[config.mk]
export PLATFORM = sky130hd
export DESIGN_NAME = addsub_arbiter
export DESIGN_NICKNAME = d
export VERILOG_FILES = /design/src/rtl/addsub_arbiter_pkg.sv /design/src/rtl/addsub_rr_pick.sv /design/src/rtl/addsub_arbiter.sv
export SDC_FILE = /design/constraint.sdc
export NUM_CORES = 1
export LEC_CHECK = 0
export ABC_AREA = 0
export BUFFER_PORTS_ARGS = -buffer_cell sky130_fd_sc_hd__buf_2
export CAP_MARGIN = 20
export CORE_MARGIN = 2
export CORE_UTILIZATION = 40
export CTS_CLUSTER_SIZE = 40
export DETAILED_ROUTE_END_ITERATION = 10
export GPL_TIMING_DRIVEN = 1
export PLACE_DENSITY_LB_ADDON = 0.05
export SYNTH_ARGS = -nofsm -noshare
export SYNTH_HDL_FRONTEND = slang
export SYNTH_SLANG_ARGS = --single-unit
[constraint.sdc]
create_clock -name CLK -period 2 [get_ports CLK]
set_input_delay 0.2 -clock CLK [delete_from_list [all_inputs] [get_ports CLK]]
set_output_delay 0.2 -clock CLK [all_outputs]
set_load 0.02 [all_outputs]
[src/rtl/addsub_arbiter_pkg.sv]
// Shared types and constants for the two-requester add/subtract arbiter.
package addsub_arbiter_pkg;

  localparam int unsigned WidthDefault = 4;

  typedef logic req_idx_t;

  typedef enum logic [1:0] {
    StIdle,
    StExec,
    StResp
  } state_e;

endpackage

[src/rtl/addsub_rr_pick.sv]
// Combinational two-requester picker: round-robin against 'last', or fixed priority to 0.
module addsub_rr_pick
  import addsub_arbiter_pkg::*;
(
  input  logic [1:0] valid,
  input  req_idx_t   last,
  input  logic       fixed_prio,
  output req_idx_t   winner
);

  always_comb begin
    winner = 1'b0;
    unique case (valid)
      2'b10:   winner = 1'b1;
      2'b11:   winner = fixed_prio ? 1'b0 : ~last;
      default: winner = 1'b0;
    endcase
  end

endmodule

[src/rtl/addsub_arbiter.sv]
// Arbitrates two requesters onto one add/subtract slice; result is returned over
// a per-requester valid/ready handshake.
module addsub_arbiter
  import addsub_arbiter_pkg::*;
#(
  parameter int unsigned WIDTH      = WidthDefault,
  parameter bit          FIXED_PRIO = 1'b0
) (
  input  logic             CLK,
  input  logic             RST,
  input  logic [1:0]       REQ_VALID,
  output logic [1:0]       REQ_READY,
  input  logic [WIDTH-1:0] X0,
  input  logic [WIDTH-1:0] Y0,
  input  logic             MODE0,
  input  logic [WIDTH-1:0] X1,
  input  logic [WIDTH-1:0] Y1,
  input  logic             MODE1,
  output logic [1:0]       RES_VALID,
  input  logic [1:0]       RES_READY,
  output logic [WIDTH-1:0] S,
  output logic             OVU,
  output logic             OVS,
  output logic             BUSY,
  output logic             GRANT_ID
);

  state_e           state_q, state_d;
  req_idx_t         last_q, last_d;
  req_idx_t         grant_q, grant_d;
  logic [WIDTH-1:0] x_q, x_d, y_q, y_d;
  logic             mode_q, mode_d;
  logic [WIDTH-1:0] s_q, s_d;
  logic             ovu_q, ovu_d, ovs_q, ovs_d;
  logic [1:0]       res_valid_q, res_valid_d;
  req_idx_t         winner;

  addsub_rr_pick u_pick (
    .valid      (REQ_VALID),
    .last       (last_q),
    .fixed_prio (FIXED_PRIO),
    .winner     (winner)
  );

  // Full sum gives carry out of the MSB; the sum of the low bits exposes the carry into it.
  logic [WIDTH-1:0] y_eff;
  logic [WIDTH:0]   sum_full;
  logic [WIDTH-1:0] sum_low;

  always_comb begin
    y_eff    = y_q ^ {WIDTH{mode_q}};
    sum_full = {1'b0, x_q} + {1'b0, y_eff} + {{WIDTH{1'b0}}, mode_q};
    sum_low  = {1'b0, x_q[WIDTH-2:0]} + {1'b0, y_eff[WIDTH-2:0]} + {{(WIDTH-1){1'b0}}, mode_q};
  end

  always_comb begin
    state_d     = state_q;
    last_d      = last_q;
    grant_d     = grant_q;
    x_d         = x_q;
    y_d         = y_q;
    mode_d      = mode_q;
    s_d         = s_q;
    ovu_d       = ovu_q;
    ovs_d       = ovs_q;
    res_valid_d = res_valid_q;
    REQ_READY   = 2'b00;
    unique case (state_q)
      StIdle: begin
        if (|REQ_VALID && !RST) begin
          REQ_READY[winner] = 1'b1;
          grant_d           = winner;
          x_d               = winner ? X1 : X0;
          y_d               = winner ? Y1 : Y0;
          mode_d            = winner ? MODE1 : MODE0;
          state_d           = StExec;
        end
      end
      StExec: begin
        s_d                  = sum_full[WIDTH-1:0];
        ovu_d                = sum_full[WIDTH];
        ovs_d                = sum_full[WIDTH] ^ sum_low[WIDTH-1];
        res_valid_d          = 2'b00;
        res_valid_d[grant_q] = 1'b1;
        state_d              = StResp;
      end
      StResp: begin
        if (RES_READY[grant_q]) begin
          last_d      = grant_q;
          res_valid_d = 2'b00;
          state_d     = StIdle;
        end
      end
      default: state_d = StIdle;
    endcase
  end

  always_ff @(posedge CLK or posedge RST) begin
    if (RST) begin
      state_q     <= StIdle;
      last_q      <= 1'b1;
      grant_q     <= 1'b0;
      x_q         <= '0;
      y_q         <= '0;
      mode_q      <= 1'b0;
      s_q         <= '0;
      ovu_q       <= 1'b0;
      ovs_q       <= 1'b0;
      res_valid_q <= 2'b00;
    end else begin
      state_q     <= state_d;
      last_q      <= last_d;
      grant_q     <= grant_d;
      x_q         <= x_d;
      y_q         <= y_d;
      mode_q      <= mode_d;
      s_q         <= s_d;
      ovu_q       <= ovu_d;
      ovs_q       <= ovs_d;
      res_valid_q <= res_valid_d;
    end
  end

  assign RES_VALID = res_valid_q;
  assign S         = s_q;
  assign OVU       = ovu_q;
  assign OVS       = ovs_q;
  assign BUSY      = (state_q != StIdle);
  assign GRANT_ID  = grant_q;

endmodule

==> metrics <==
DR WL/cell 10.75 um; Reg clk slew, reported paths 0.12 ns; IO Port Bufs 35; die height 55.84 um; Post-synth EDFFs 0; run status finished clean; CP Cell Sequence xor2_1, inv_1, fa_1, nand2b_1, a21oi_2, xnor2_1, o21ai_1; vias in the first global route 723; Core Footprint 0.002522 mm2; CTS Buf Count 3; clock skew 0.004340 ns; Final HPWL DP 1466 um; nets 173; pin count of the biggest net entering global routing 22; number of max-cap violations 0; Tcrit/Tclk final 0.9133; pre-CTS setup slack 0.1073 ns; global-route wire length before repair 3277 um; Synthesized Nets 136; post-synthesis average cell area 9.952 um2; Leak Pwr 0.6941 nW; area leader, netlist dfrtp_1; cell area after synthesis 0.001075 mm2; Crit path largest cell delay 0.47 ns; CP Capture Type register; Netlist cell types 25; Top-Level Pins 36; number of diodes 0; fin. max-slew vios 0; largest cells by area after synthesis dfrtp_1 (47%), mux2i_1 (10%), o21ai_1 (7.0%), nand2_1 (6.3%), ha_1 (3.5%); initial drt markers 7; cts hold-fix bufs 0; type of the worst min-delay path input port to async pin; critical path's slowest cell dfrtp_1; top_reg_cell synth dfrtp_1; Seq cells post-synth 21; Residual DRC 0; fillers 248; CTS Sinks 21; # H-tree levels 1; Max IR drop VDD 0.9765 mV; CP Class register to register; Fmax achieved 0.5475 GHz; Synth top cells by count dfrtp_1 (20), nand2_1 (18), o21ai_1 (15), mux2i_1 (11), nor2_1 (6); # rows 18; ratio of cells with drive above 1 in the final layout 0.3194; Cell Pwr Density 1622 mW/mm2; min Tclk post-route 1.827 ns; Crit path arrival time 2.01 ns; RSZ-0062 raised after global routing false; die area 0.003118 mm2; antenna violations before repair 0; CP Buf/Inv Count 1; total track usage 0.1318; DP Area 0.001274 mm2; DR vias 804; Setup TNS 0 ns; clk_lat worst skew 0.30 ns; startpoint types register; CP Data Required Time 2.18 ns; Synth async-reset ratio 1.000; worst-case clock buffer depth 2; final setup margin 0.1734 ns; Yosys top cell area share 0.4657; final hold violations 0; synthesis warning total 0; most frequent cell after synthesis dfrtp_1; area added between synthesis and finish 22.12%; Syn Inst Count 108; Die W 55.84 um; Worst path top cell family by delay flip-flops; drt first pass iters 4; Final ANT Viol Nets 0; GPL Wtd Cong 0.6906; Initial Utilization 0.4261; critical-path maximum fanout 5; Worst-Margin Slew 0.7734 ns; # setup viols final 0; TritonCTS clock tree yes; relative slew slack 0.4838; Post-Layout Inst Area 0.001313 mm2; total gr overflow 0; Seq/Total Area, Yosys 0.4901; vias per cell 4.621; root buf cell clkbuf_4; final WL 1871 um
## timing repair
action	in CTS	in global routing
endpoints found under the setup margin	2	1
setup buffers	0	0
pin swaps	0	0
resized for setup	1	1
hold endpoints to repair	0	0
## flip-flops by register name (all words and copies together) (netlist names)
| signal | flops |
|---|---|
| GRANT_ID | 1 |
| OVS | 1 |
| OVU | 1 |
| RES_VALID | 2 |
| S | 4 |
| last_q | 1 |
| mode_q | 1 |
| state_q | 2 |
| x_q | 4 |
| y_q | 4 |
## report_power, final
part	leakage (nW)	internal (W)	switching, W
Sequential	0.260	0.000621	0.000141
Clock	0.0177	0.0000745	0.000130
Combinational	0.416	0.000517	0.000646
Total	0.694	0.00121	0.000917
## stage by stage
step	std cells	hold WS, ns	utilization	total power [W]
final	174	0.02644	0.5203	0.002129
after global routing	174	0.08879	0.5203	0.002344
after CTS	174	0.06421	0.5174	0.002165
after detailed placement	170	0.4173	0.5050	0.001950
after global placement	170	0.3989	0.5050	0.001918
after floorplan	108	0.1758	-	0.001681
## final timing paths
path / startpoint / endpoint / slack [ns] / cells after the start
setup / recovery: mode_q$_DFFE_PP0P_ / OVS$_DFFE_PP0P_ / 0.17 / 7
hold / removal: RST / state_q[0]$_DFFE_PP0P_ / 0.03 / 2
setup reg to reg: mode_q$_DFFE_PP0P_ / OVS$_DFFE_PP0P_ / 0.17 / 7
hold reg to reg: S[1]$_DFFE_PP0P_ / S[1]$_DFFE_PP0P_ / 0.49 / 2
max in group asynchronous: RST / S[1]$_DFFE_PP0P_ / 1.49 / 2
min in group CLK: Y0[3] / y_q[3]$_DFFE_PP0P_ / 0.16 / 3
## cell usage in the layout, fill, tap and decap left out
| cell type | netlist | final |
|---|---|---|
| a21boi_4 | 0 | 1 |
| a21o_1 | 1 | 1 |
| a21oi_1 | 4 | 4 |
| a21oi_2 | 1 | 1 |
| buf_2 | 2 | 35 |
| buf_4 | 1 | 1 |
| clkbuf_4 | 0 | 3 |
| clkinv_2 | 0 | 1 |
| dfrtp_1 | 20 | 20 |
| dfstp_2 | 1 | 1 |
| fa_1 | 1 | 1 |
| ha_1 | 3 | 3 |
| inv_1 | 3 | 3 |
| inv_2 | 1 | 1 |
| mux2_1 | 1 | 1 |
| mux2i_1 | 11 | 11 |
| nand2_1 | 18 | 18 |
| nand2b_1 | 2 | 2 |
| nor2_1 | 6 | 6 |
| nor2b_1 | 4 | 4 |
| nor3_1 | 2 | 2 |
| o21ai_1 | 15 | 15 |
| o21ai_2 | 1 | 1 |
| or2_2 | 1 | 1 |
| xnor2_1 | 3 | 3 |
| xor2_1 | 4 | 4 |
## routing by layer
metal	wire length [um]	global-route usage
met4	33	0.06122
met1	967	0.1853
met2	772	0.1922
met3	98	0.03023
met5	0	0
## cell type report
cell class | count | area [um2] | share of cell area
Sequential cell | 21 | 526.8 | 0.4013
Multi-Input combinational cell | 79 | 523.0 | 0.3985
Timing Repair Buffer | 36 | 182.7 | 0.1392
Tap cell | 30 | 37.54 | 0.02860
Clock buffer | 3 | 22.52 | 0.01716
Inverter | 4 | 15.01 | 0.01144
Clock inverter | 1 | 5.005 | 0.003813
## cell families (layout without fill, tap and decap cells)
group           after synthesis  after routing  share of synthesized area
buf+inv                       8             44                    0.03376
fa+ha+maj                     4              4                    0.05356
xor+xnor                      7              7                    0.05704
simple gates                 33             33                     0.1339
mux                          12             12                     0.1129
flops                        21             21                     0.4901
compound gates               23             23                     0.1187
No activity file was read; power rests on OpenSTA's default activity.
